<file path="src/rtl/mmio_uart_tx_if.sv">
`default_nettype none
// ============================================================================
// Module   : mmio_uart_tx_if
// Brief    : Processor data-memory bus slice seen by the memory-mapped UART TX.
// Revision : 1.0 - initial release
// ============================================================================
interface mmio_uart_tx_if;
    logic [7:0]  addr;
    logic [31:0] wdata;
    logic        we;
    logic [31:0] rdata;
    logic        sel;

    modport master (
        output addr,
        output wdata,
        output we,
        input  rdata,
        input  sel
    );

    modport slave (
        input  addr,
        input  wdata,
        input  we,
        output rdata,
        output sel
    );
endinterface
`default_nettype wire

</file>
<file path="src/rtl/mmio_uart_tx.sv">
`default_nettype none
// ============================================================================
// Module   : mmio_uart_tx
// Brief    : Memory-mapped UART transmitter (window 0xC0-0xC7) with TX FIFO
//            and STATUS register. Define UART_PARITY_EN for 8E1 framing.
// Revision : 1.0 - initial release
// ============================================================================
module mmio_uart_tx #(
    parameter int CLKS_PER_BIT = 16,
    parameter int FIFO_DEPTH   = 8
) (
    input  logic               clk,
    input  logic               rst,
    mmio_uart_tx_if.slave      bus,
    output logic               tx
);

    localparam int PTR_W  = $clog2(FIFO_DEPTH);
    localparam int CNT_W  = PTR_W + 1;
    localparam int BAUD_W = $clog2(CLKS_PER_BIT);

    localparam logic [BAUD_W-1:0] C_BAUD_LAST  = BAUD_W'(CLKS_PER_BIT - 1);
    localparam logic [CNT_W-1:0]  C_FULL_COUNT = CNT_W'(FIFO_DEPTH);
    localparam logic [4:0]        C_WINDOW     = 5'b11000;

`ifdef UART_PARITY_EN
    localparam logic C_PARITY_FLAG = 1'b1;
`else
    localparam logic C_PARITY_FLAG = 1'b0;
`endif

    typedef enum logic [2:0] {
        S_IDLE   = 3'd0,
        S_START  = 3'd1,
        S_DATA   = 3'd2,
        S_PARITY = 3'd3,
        S_STOP   = 3'd4
    } state_t;

    state_t            r_state;
    logic [BAUD_W-1:0] r_baud;
    logic [2:0]        r_bit_idx;
    logic [7:0]        r_shift;
    logic              r_tx;
`ifdef UART_PARITY_EN
    logic              r_parity;
`endif

    logic [7:0]        r_mem [FIFO_DEPTH];
    logic [PTR_W-1:0]  r_wptr;
    logic [PTR_W-1:0]  r_rptr;
    logic [CNT_W-1:0]  r_count;
    logic              r_ovf;

    logic              w_sel;
    logic              w_wr_txdata;
    logic              w_wr_status;
    logic              w_full;
    logic              w_empty;
    logic              w_push;
    logic              w_pop;
    logic              w_baud_done;
    logic              w_active;
    logic [7:0]        w_head;
    logic [3:0]        w_count4;
    logic [31:0]       w_status;
    logic              w_unused_bits;

    // ------------------------------------------------------------------
    // Address decode and FIFO status
    // ------------------------------------------------------------------
    assign w_sel       = (bus.addr[7:3] == C_WINDOW);
    assign w_wr_txdata = bus.we && w_sel && !bus.addr[2];
    assign w_wr_status = bus.we && w_sel &&  bus.addr[2];

    assign w_full      = (r_count == C_FULL_COUNT);
    assign w_empty     = (r_count == '0);
    // full is judged on the pre-edge count, so a same-edge pop never frees a slot
    assign w_push      = w_wr_txdata && !w_full;

    assign w_baud_done = (r_baud == C_BAUD_LAST);
    assign w_pop       = !w_empty &&
                         ((r_state == S_IDLE) || ((r_state == S_STOP) && w_baud_done));
    assign w_head      = r_mem[r_rptr];
    assign w_active    = (r_state != S_IDLE);

    assign w_unused_bits = &{1'b0, bus.wdata[31:8], bus.addr[1:0]};

    // ------------------------------------------------------------------
    // Transmit FIFO
    // ------------------------------------------------------------------
    always_ff @(posedge clk) begin
        if (w_push) begin
            r_mem[r_wptr] <= bus.wdata[7:0];
        end
    end

    always_ff @(posedge clk or negedge rst) begin
        if (!rst) begin
            r_wptr  <= '0;
            r_rptr  <= '0;
            r_count <= '0;
            r_ovf   <= 1'b0;
        end else begin
            if (w_push) begin
                r_wptr <= r_wptr + PTR_W'(1);
            end
            if (w_pop) begin
                r_rptr <= r_rptr + PTR_W'(1);
            end

            case ({w_push, w_pop})
                2'b10:   r_count <= r_count + CNT_W'(1);
                2'b01:   r_count <= r_count - CNT_W'(1);
                default: r_count <= r_count;
            endcase

            if (w_wr_txdata && w_full) begin
                r_ovf <= 1'b1;
            end else if (w_wr_status && bus.wdata[3]) begin
                r_ovf <= 1'b0;
            end
        end
    end

    // ------------------------------------------------------------------
    // Serializer FSM; r_tx always carries the level of the state being
    // entered so the line never depends combinationally on the bus.
    // ------------------------------------------------------------------
    always_ff @(posedge clk or negedge rst) begin
        if (!rst) begin
            r_state   <= S_IDLE;
            r_baud    <= '0;
            r_bit_idx <= '0;
            r_shift   <= '0;
            r_tx      <= 1'b1;
`ifdef UART_PARITY_EN
            r_parity  <= 1'b0;
`endif
        end else begin
            case (r_state)
                S_IDLE: begin
                    r_baud <= '0;
                    r_tx   <= 1'b1;
                    if (w_pop) begin
                        r_shift <= w_head;
`ifdef UART_PARITY_EN
                        r_parity <= ^w_head;
`endif
                        r_tx    <= 1'b0;
                        r_state <= S_START;
                    end
                end

                S_START: begin
                    if (w_baud_done) begin
                        r_baud    <= '0;
                        r_bit_idx <= '0;
                        r_tx      <= r_shift[0];
                        r_shift   <= {1'b0, r_shift[7:1]};
                        r_state   <= S_DATA;
                    end else begin
                        r_baud <= r_baud + BAUD_W'(1);
                    end
                end

                S_DATA: begin
                    if (w_baud_done) begin
                        r_baud <= '0;
                        if (r_bit_idx == 3'd7) begin
`ifdef UART_PARITY_EN
                            r_tx    <= r_parity;
                            r_state <= S_PARITY;
`else
                            r_tx    <= 1'b1;
                            r_state <= S_STOP;
`endif
                        end else begin
                            r_bit_idx <= r_bit_idx + 3'd1;
                            r_tx      <= r_shift[0];
                            r_shift   <= {1'b0, r_shift[7:1]};
                        end
                    end else begin
                        r_baud <= r_baud + BAUD_W'(1);
                    end
                end

                S_PARITY: begin
                    if (w_baud_done) begin
                        r_baud  <= '0;
                        r_tx    <= 1'b1;
                        r_state <= S_STOP;
                    end else begin
                        r_baud <= r_baud + BAUD_W'(1);
                    end
                end

                S_STOP: begin
                    if (w_baud_done) begin
                        r_baud <= '0;
                        // chain straight into the next start bit when more data waits
                        if (w_pop) begin
                            r_shift <= w_head;
`ifdef UART_PARITY_EN
                            r_parity <= ^w_head;
`endif
                            r_tx    <= 1'b0;
                            r_state <= S_START;
                        end else begin
                            r_tx    <= 1'b1;
                            r_state <= S_IDLE;
                        end
                    end else begin
                        r_baud <= r_baud + BAUD_W'(1);
                    end
                end

                default: begin
                    r_baud  <= '0;
                    r_tx    <= 1'b1;
                    r_state <= S_IDLE;
                end
            endcase
        end
    end

    assign tx = r_tx;

    // ------------------------------------------------------------------
    // Read path
    // ------------------------------------------------------------------
    assign w_count4 = 4'(r_count);
    assign w_status = {20'd0, w_count4, 3'd0, C_PARITY_FLAG, r_ovf, w_active, w_empty, w_full};

    assign bus.sel   = w_sel;
    assign bus.rdata = (w_sel && bus.addr[2]) ? w_status : 32'd0;

endmodule
`default_nettype wire
</file>
<file path="src/flat_wrapper.sv">
// flat-port wrapper written by rule: the top's interface ports become plain ports
module mmio_uart_tx_flat 
#(
    parameter int CLKS_PER_BIT = 16,
    parameter int FIFO_DEPTH   = 8
)
  (clk, rst, tx, bus_addr, bus_wdata, bus_we, bus_rdata, bus_sel);
  mmio_uart_tx_if bus_i ();
  input  logic clk;
  input  logic rst;
  output logic tx;
  input wire logic [$bits(bus_i.addr)-1:0] bus_addr;
  input wire logic [$bits(bus_i.wdata)-1:0] bus_wdata;
  input wire logic [$bits(bus_i.we)-1:0] bus_we;
  output wire logic [$bits(bus_i.rdata)-1:0] bus_rdata;
  output wire logic [$bits(bus_i.sel)-1:0] bus_sel;
  assign bus_i.addr = bus_addr;
  assign bus_i.wdata = bus_wdata;
  assign bus_i.we = bus_we;
  assign bus_rdata = bus_i.rdata;
  assign bus_sel = bus_i.sel;
  mmio_uart_tx #(.CLKS_PER_BIT(CLKS_PER_BIT), .FIFO_DEPTH(FIFO_DEPTH)) u_core (.clk(clk), .rst(rst), .bus(bus_i), .tx(tx));
endmodule
</file>
<file path="config.mk">
export PLATFORM = sky130hd
export DESIGN_NAME = mmio_uart_tx_flat
export DESIGN_NICKNAME = d
export VERILOG_FILES = /design/src/rtl/mmio_uart_tx_if.sv /design/src/rtl/mmio_uart_tx.sv /design/src/flat_wrapper.sv
export SDC_FILE = /design/constraint.sdc
export NUM_CORES = 1
export LEC_CHECK = 0
export ABC_CLOCK_PERIOD_IN_PS = 2700
export CAP_MARGIN = 20
export CELL_PAD_IN_SITES_DETAIL_PLACEMENT = 1
export CELL_PAD_IN_SITES_GLOBAL_PLACEMENT = 1
export CORE_ASPECT_RATIO = 1.75
export CORE_MARGIN = 2
export CORE_UTILIZATION = 39
export CTS_CLUSTER_DIAMETER = 50
export DETAILED_ROUTE_END_ITERATION = 7
export PLACE_DENSITY = 0.86
export SKIP_LAST_GASP = 1
export SYNTH_ARGS = -nofsm -noshare
export SYNTH_HDL_FRONTEND = slang
export SYNTH_SLANG_ARGS = --single-unit
</file>
<file path="constraint.sdc">
create_clock -name clk -period 2.7 [get_ports clk]
set_input_delay 0.54 -clock clk [delete_from_list [all_inputs] [get_ports clk]]
set_output_delay 0.54 -clock clk [all_outputs]
set_load 0.005 [all_outputs]
</file>
* After elaboration in Yosys (flattened, before gate mapping) *
Memories as Yosys holds them, arrays and structs flattened.
Index checks and enable logic that the tools add are counted.

word-level totals
  memories kept = 1
  flip-flop bits (word level) = 30
  input port bits = 43
  RAM bits = 64

memory list
  memory        depth  width  read ports  clocked after Yosys merged registers in  wr ports  line                text
  u_core.r_mem  8      8      1           0                                        1         mmio_uart_tx.sv:49  logic [7:0] r_mem [FIFO_DEPTH];

operators by class
  multiplexer cells = 33
  reduce and logical (&&, ||, !) cells = 25
  equal/unequal tests = 17
  add/sub/neg operators = 6

operators by type and width
  operator                                                count
  2-to-1 mux 8 bit                                        5
  one-hot mux 8 bit (4 select lines)                      1
  2-to-1 mux 3 bit                                        9
  one-hot mux 3 bit (5 select lines)                      1
  2-to-1 mux 12 bit                                       1
  inequality test 2 x 1 -> 1 bit (second input constant)  6
  2-to-1 mux 1 bit                                        11
  adder 3 x 1 -> 3 bit (second input constant)            3
  logical AND 1 bit                                       9
  adder 4 x 1 -> 4 bit (second input constant)            2
  equality test 4 bit (second input constant)             2
  2-to-1 mux 4 bit                                        2
  one-hot mux 4 bit (2 select lines)                      1
  AND reduction 4 bit                                     2
  equality test 3 x 2 -> 1 bit (second input constant)    2
  equality test 3 bit (second input constant)             2
  one-hot mux 3 bit (2 select lines)                      1
  AND reduction 6 bit                                     1
  nonzero test 2 bit                                      3
  equality test 5 bit (second input constant)             1
  one-hot mux 1 bit (5 select lines)                      1
  AND reduction 5 bit                                     1
  zero test 4 bit                                         1
  nonzero test 4 bit                                      1
  other kinds (10)                                        12

* Longest topological paths before layout *
  depth after elaboration = 7
  depth in mapped cells = 11

* Worst setup path after synthesis *
No wires, ideal clock.

  path kind = register to register
  from = register u_core.r_baud[0]
  to = register u_core.r_count[2]
  path slack = 0.159 ns
  cell stages (with the launch flop) = 11
  buffers on the path = 0
  arrival time = 2.411 ns
  path through = dfrtp_1 > ha_1 > nand3_1 > a2111oi_2 > ha_1 > xor2_1 > ha_1 > a21oi_1 > xor2_1 > nor2_1 > xor2_1

on the way
  word-level cells in the longest chain between the ends = 6
  elaborated cells on any way between the ends = 8

ends and longest elaborated chain
  what                                                                      line                 text
  from (decl)                                                               mmio_uart_tx.sv:41   logic [BAUD_W-1:0] r_baud;
  from (signal assigned)                                                    mmio_uart_tx.sv:163  r_baud <= r_baud + BAUD_W'(1);
  from (signal assigned)                                                    mmio_uart_tx.sv:184  r_baud <= r_baud + BAUD_W'(1);
  from (signal assigned)                                                    mmio_uart_tx.sv:194  r_baud <= r_baud + BAUD_W'(1);
  equality test 4 bit (*)                                                   mmio_uart_tx.sv:81   assign w_baud_done = (r_baud == C_BAUD_LAST);
  logical AND 1 bit (*)                                                     mmio_uart_tx.sv:83   ((r_state == S_IDLE) || ((r_state == S_STOP) && w_baud_done));
  logical OR 1 bit (*)                                                      mmio_uart_tx.sv:83
  logical AND 1 bit (*)                                                     mmio_uart_tx.sv:82   assign w_pop = !w_empty &&
  net u_core.w_pop                                                          mmio_uart_tx.sv:61   logic w_pop;
  equality test 2 x 1 -> 1 bit or equality test 2 bit (tied branches)       mmio_uart_tx.sv:112  case ({w_push, w_pop})
  one-hot mux 4 bit (2 select lines) or nonzero test 2 bit (tied branches)  --
  to (signal assigned)                                                      mmio_uart_tx.sv:113  2'b10: r_count <= r_count + CNT_W'(1);
  to (signal assigned)                                                      mmio_uart_tx.sv:114  2'b01: r_count <= r_count - CNT_W'(1);
  to (signal assigned)                                                      mmio_uart_tx.sv:115  default: r_count <= r_count;
  to (decl)                                                                 mmio_uart_tx.sv:52   logic [CNT_W-1:0] r_count;

Mark *: on every way through the listed nets, which the timed path passes. The rest lies on a longest branch.
A chain may end at the register's enable or synchronous reset.

* Final worst setup path *
  from = input bus_addr[3]
  to = output bus_rdata[10]

on the way
  word-level cells in the longest chain between the ends = 3

ends and longest elaborated chain
  what                 line                 text
  from (decl)          flat_wrapper.sv:12   input wire logic [$bits(bus_i.addr)-1:0] bus_addr;
  equality test 5 bit  mmio_uart_tx.sv:72   assign w_sel = (bus.addr[7:3] == C_WINDOW);
  logical AND 1 bit    mmio_uart_tx.sv:236  assign bus.rdata = (w_sel && bus.addr[2]) ? w_status : 32'd0;
  2-to-1 mux 12 bit    mmio_uart_tx.sv:236
  to (decl)            flat_wrapper.sv:15   output wire logic [$bits(bus_i.rdata)-1:0] bus_rdata;

No other way between the ends.

==> reports/summary.txt <==
Status: finished, final reports clean
Fillers: 1093
CP Cell Sequence: clkdlybuf4s50_1, nor2_1, and4b_2, buf_6, and3_1, clkdlybuf4s50_1
GRT Util Overall: 15.8%
Port Buf Inserts: 26
Levels on crit path: 6
Root Driver: clkbuf_16
R2R depth: 9
Final Cycle Share: 96.7%
Final Worst Setup Slack: 87.9 ps
Core area: 11000 um^2
Peak Freq: 0.383 GHz
Total Power: 0.00476 W
Commonest cells post-synth: edfxtp_1, dfrtp_1, buf_4
Die Span Y: 144 um
Hold Vio Cnt, Final: 0
Setup Slack @ Placement: -67.7 ps
CP dominant cell by count: clkdlybuf4s50_1
I/O pins: 77
Family with the most delay on the worst path: buffers and inverters
Vias in the first global route: 2759
Worst Path Buf+Inv: 3
Gate Count Post-Synth: 294
H-Tree Depth: 3
Clock buffer count from CTS: 9
DRT antenna net count: 0
Post-DR vias/cell: 5.27
Antenna cells: 0
Final std cells w/o fill: 481
Worst EP required: 2160 ps
Routed WL: 9110 um
Area grow syn2layout: 19.4%
Routed via count: 2537
Global placement routability congestion: 0.808
Proportion of layout cells with a drive suffix above 1: 21.5%
Dpl cells: 462
VDD IR max: 662 uV
Max_cap viols: 0
Syn_area_per_cell: 14.8 um^2
Max stage delay on crit path: 490 ps
Final setup viols: 0
Critical Path Sink: bus_rdata[10]
Largest net degree at the start of global routing: 31
Die area: 12000 um^2
CTS tree: built
Worst slew pin tran: 574 ps
Critical-path top delay cell: clkdlybuf4s50_1
First-pass GRT wire length: 14300 um
First-pass DRT Iterations: 4
Synth warn: 0
Initial antenna violation count: 0
Crit path DAT: 2070 ps
Hold crit path type: reg2reg
Clock Latency Late Sink: 350 ps
Synth unique cells: 47
Crit Path Max Fanout: 7
Leading register cell type out of synthesis: edfxtp_1
Leakage: 2.04 nW
Slew headroom: 61.7%
Initial Util: 39.6%
Post-Syn Area: 4350 um^2
CP Launch Point: bus_addr[3]
Critical Path End Type: output pin
Final Core Density: 47.3%
Clk sinks: 94
Final Max Slew Viols: 0
Layout Nets: 395
Post-Route Skew: 12.3 ps
Startpoint types: input port
Sequential-to-total area share from yosys stat: 61.5%
FFs w/ async S/R, synth: 31.9%
Worst R2R Setup Slack: 170 ps
#FFs+latches synth: 94
Cell with the most instances after synthesis: edfxtp_1
Top-area cell type share of the netlist area: 44.2%
Reg-to-reg endpoint: u_core.r_count[3]
WL per Instance: 18.9 um
Area leader, netlist: edfxtp_1
FP Rows: 51
Clk buf depth: 2
EDFF count, synth: 64
Hold WS: 491 ps
Crit path kind: in2out
FF-to-FF Start: u_core.r_baud[0]
Total gr overflow: 0
Remaining DRCs: 0
HPWL after detailed placement: 6220 um
Clock Pin Slew Worst Setup and Hold Paths: 70 ps
Chip Width: 83.8 um
PD cells: 917 nW/um^2
Period minus WS final: 2610 ps
Number of DRC markers in iteration 0: 127
Synth top area cells: edfxtp_1, dfrtp_1, mux4_2
-- worst min path at each step --
stage	startpoint	slack, ps	end	cells after the start
4_1_cts	u_core.r_baud[0]	500	u_core.r_baud[0]	1
3_5_place_dp	u_core.r_baud[0]	490	u_core.r_baud[0]	1
6_report	u_core.r_baud[0]	490	u_core.r_baud[0]	1
2_1_floorplan	rst	240	u_core.r_baud[0]	0
5_1_grt	u_core.r_baud[0]	520	u_core.r_baud[0]	1
3_3_place_gp	u_core.r_baud[0]	460	u_core.r_baud[0]	1
-- power by group --
part	internal (W)	leakage (nW)	total, W	switching (W)
Sequential	0.00171	0.951	0.00200	0.000288
Combinational	0.000719	0.919	0.00132	0.000601
Clock	0.000908	0.168	0.00145	0.000539
-- worst register-to-register path, cell delays in order, from the launching register on --
cell and delay (ps):
dfrtp_1 380, ha_1 260, nand3_1 190, a2111oi_4 430
ha_2 250, buf_4 130, nor3b_1 270, o21ai_0 180
a21oi_1 200, xor2_1 160
-- metrics by stage --
stage	setup TNS, ps	cell area (um^2)
after detailed placement	-122	4790
after global routing	-77.4	5190
final	0	5190
after CTS	-28.3	5150
after global placement	0	4790
after floorplan	0	4430
-- sequential cells by signal, summed over array words and instances, names as in the netlist --
signal            flops
u_core.tx             1
u_core.r_rptr         3
u_core.r_state        3
u_core.r_bit_idx      3
u_core.r_wptr         3
u_core.r_count        4
u_core.r_ovf          1
u_core.r_shift        8
u_core.r_baud         4
u_core.r_mem         64
-- cells in the final DEF (no fill, tap or decap), types with 3 or more instances in the layout --
cell,Yosys,routed
bufinv_16,0,3
conb_1,1,24
ha_1,8,7
mux2i_1,13,13
nor4_1,3,3
clkdlybuf4s50_1,0,21
nand3_1,4,4
mux2_2,11,11
clkbuf_16,0,9
inv_1,10,10
xor2_1,7,7
and3_1,8,8
xnor2_1,6,6
buf_4,24,25
nor3_1,10,10
a21oi_1,6,6
dfrtp_1,29,29
nor2_1,15,15
mux4_2,16,16
o21ai_0,6,6
dlymetal6s2s_1,0,4
nand2_1,9,9
edfxtp_1,64,64
nand4_1,3,3
-- kinds of logic (layout without fill, tap and decap cells) --
family	count (synthesis)	after routing	share of synthesized area [%]
AO/OA/AOI/OAI	25	25	4.06
XOR/XNOR	13	13	2.62
adder cells (fa/ha/maj)	8	8	2.30
buffers and inverters	46	78	6.33
flip-flops	94	94	61.5
multiplexers	42	42	14.8
other	1	24	0.0863
AND/OR/NAND/NOR	65	65	8.26
-- routing by layer --
layer / part of all wire [%] / track usage (%)
met5: 0 / 0
met4: 2.0 / 8.06
met3: 3.3 / 3.45
met2: 58 / 29.8
met1: 37 / 16.2
-- area by class of cell --
type	count	area, um^2	area share, %
sequential	94	2670	51.5
clock buffer	9	225	4.34
clock inverter	7	120	2.31
timing repair buffer	52	468	9.02
inverter	10	37.5	0.723
tap	132	165	3.18
multi-input combinational	177	1500	28.9
-- repair_timing --
| item | in CTS | in global routing |
|---|---|---|
| pin swaps | 1 | 1 |
| hold buffers | 0 | 0 |
| resized for setup | 2 | 7 |
| endpoints found under the setup margin | 2 | 7 |
| setup buffers | 1 | 2 |
| endpoints found under the hold margin | 0 | 0 |
No activity file was read; power rests on OpenSTA's default activity.
==> variant: new RTL, config.mk and constraints unchanged <==
Reset style: synchronous (`rst`), changed in 2 clocked blocks.
--- a/src/rtl/mmio_uart_tx.sv
+++ b/src/rtl/mmio_uart_tx.sv
@@ -97,3 +97,3 @@
 
-    always_ff @(posedge clk or negedge rst) begin
+    always_ff @(posedge clk) begin
         if (!rst) begin
@@ -129,3 +129,3 @@
     // ------------------------------------------------------------------
-    always_ff @(posedge clk or negedge rst) begin
+    always_ff @(posedge clk) begin
         if (!rst) begin
Behaviour: differs if rst is asserted again (counterexample within 4 cycles, from zero or initial values and one cycle with rst low); with rst held inactive, the same outputs for 10 cycles.
==> variant against the unedited design <==
- via count increased by 11%
- non-clock buffer count increased by 1
- hold slack worse by 0.033 ns
- routed wire length rose by 7.4%
- setup slack lost 0.063 ns
- synthesized area up 0.46%
- design area decreased by 1.2%
- power down 14%
- sequential cell count rose by 3
- highest routed layer unchanged
==> variant: results (changes against the unedited design) <==
| Metric | Value |
|---|---|
| Outcome | completed |
| Pin count of the biggest net entering global routing | 32 (+3.2%) |
| Sequential fraction of the synthesis area | 0.5914 (-0.02374) |
| Asr flop ratio synth | 0 (-0.3191) |
| Cell chosen for the clock root | clkbuf_16 |
| Number of synthesized flops with an enable pin | 64 (unchanged) |
| Final net count | 443 (+12%) |
| Top post-synthesis cells by count | 64 x edfxtp_1, 33 x dfxtp_1, 25 x buf_4 |
| Synth area leaders | edfxtp_1 44%, dfxtp_1 15%, mux2i_1 4.4%, buf_4 4.3%, mux2_2 3.4% |
| Max IR drop VDD | 0.0004794 V (-28%) |
| Initial DRT Pass Iterations | 4 (unchanged) |
| Synthesis warning total | 0 (unchanged) |
| Slew @ Worst Pin | 0.7487 ns (+0.1743 ns) |
| Cts bufs inserted | 9 (unchanged) |
| Clk_skew | 0.009079 ns (-0.003253 ns) |
| Post-synthesis cell type count | 59 (+26%) |
| First-pass GRT wire length | 15480 um (+8.1%) |
| Layout cell share with drive strength beyond 1 | 0.1738 (-0.04110) |
| Top Registers | u_core.r_mem (64), u_core.r_shift (8) |
| Hold Crit Class | reg -> reg |
| Later-pin clock latency in the skew report | 0.35 ns (about the same) |
| Vias in the first global route | 2965 (+7.5%) |
| Gr usage total | 0.1683 (+0.01027) |
| Longest Clk Path Bufs | 2 (unchanged) |
| WL per Instance | 18.50 um (-2.3%) |
| Via count | 2814 (+11%) |
| CP Max Fanout | 5 (-2) |
| ANT cells | 0 (unchanged) |
| Hold Fails Final Rpt | 0 (unchanged) |
| Net Sw Frac | 0.3098 (+0.01007) |
| Initial antenna violation count | 0 (unchanged) |
| Max incr delay on CP | 0.50 ns |
| Drt initial violations | 127 (unchanged) |
| Dpl hpwl | 6521 um (+4.8%) |
| Dpl ws | -0.1304 ns (-0.06272 ns) |
| CTS H-tree depth | 3 (unchanged) |
| Filler cell count | 1153 (+5.5%) |
| Leakage | 1.972 nW (-3.2%) |
| Clock slew at reported path FFs | 0.07 ns (about the same) |
| Final GP Congestion | 0.7877 (-2.6%) |
| CP max-delay cell | clkdlybuf4s50_1 |
| Worst EP arrival | 2.13 ns (+0.06 ns) |
| Port Buffers | 26 (unchanged) |
variant: cell families (layout without fill, tap and decap cells):
family | count (synthesis) | count (layout) | synth area share
flops | 97 | 97 | 0.5914
simple gates | 88 | 88 | 0.1132
compound gates | 64 | 64 | 0.1003
buf+inv | 42 | 72 | 0.06390
mux | 34 | 34 | 0.08739
xor+xnor | 10 | 10 | 0.02006
fa+ha+maj | 8 | 8 | 0.02292
other cells | 1 | 24 | 0.0008588
variant: metal layers:
metal / GRT usage / vias to the layer above / routed length [um]
met1: 0.1679 / 1385 / 3528
met3: 0.02454 / 21 / 318
met2: 0.3217 / 77 / 5571
met5: 0 / - / 0
li1: - / 1331 / -
met4: 0.1070 / 0 / 365
variant: final timing paths:
path                                     endpoint  slack [ns]               from  cells after the start
worst min-delay path             u_core.r_baud[0]        0.46   u_core.r_baud[0]                      1
worst min register to register   u_core.r_baud[0]        0.46   u_core.r_baud[0]                      1
worst max-delay path                bus_rdata[10]        0.03        bus_addr[5]                      5
worst max register to register  u_core.r_count[2]        0.10  u_core.r_count[0]                     10
variant: critical path: cells and delay by family:
kind                   cells  cell delay [ns]
buffers and inverters      3             1.14
AND/OR/NAND/NOR            2             0.44
variant: through the flow:
step | cells | TNS, ns | total power (W) | instance area (sq um)
3_3_place_gp | 507 | -0.3372 | 0.002771 | 4768
4_1_cts | 526 | -0.02918 | 0.004094 | 5084
6_report | 529 | 0 | 0.004084 | 5129
2_1_floorplan | 367 | 0 | 0.002609 | 4453
5_1_grt | 529 | -0.1398 | 0.004289 | 5129
3_5_place_dp | 507 | -0.6845 | 0.002826 | 4768
variant: layout make-up:
type	instances	area [sq um]	area share
multi-input combinational	228	1605	0.3130
tap	132	165.2	0.03220
clock inverter	7	65.06	0.01269
sequential	97	2582	0.5035
inverter	3	11.26	0.002196
clock buffer	9	225.2	0.04391
timing repair buffer	53	474.2	0.09246
variant: repair_timing:
item / 4_1_cts / 5_1_grt
resized for setup: 5 / 9
gates cloned: 1 / 0
setup endpoints to repair: 8 / 9
setup buffers: 2 / 3
hold endpoints to repair: 0 / 0
hold buffers: 0 / 0
variant: power by group through the flow:
| stage | clock network (W) | logic (W) | registers [W] |
|---|---|---|---|
| 2_1_floorplan | 0 | 0.000844 | 0.00176 |
| 3_5_place_dp | 0 | 0.00102 | 0.00180 |
| 6_report | 0.00125 | 0.00106 | 0.00178 |
| 5_1_grt | 0.00132 | 0.00118 | 0.00179 |
| 4_1_cts | 0.00128 | 0.00104 | 0.00177 |
| 3_3_place_gp | 0 | 0.000973 | 0.00180 |
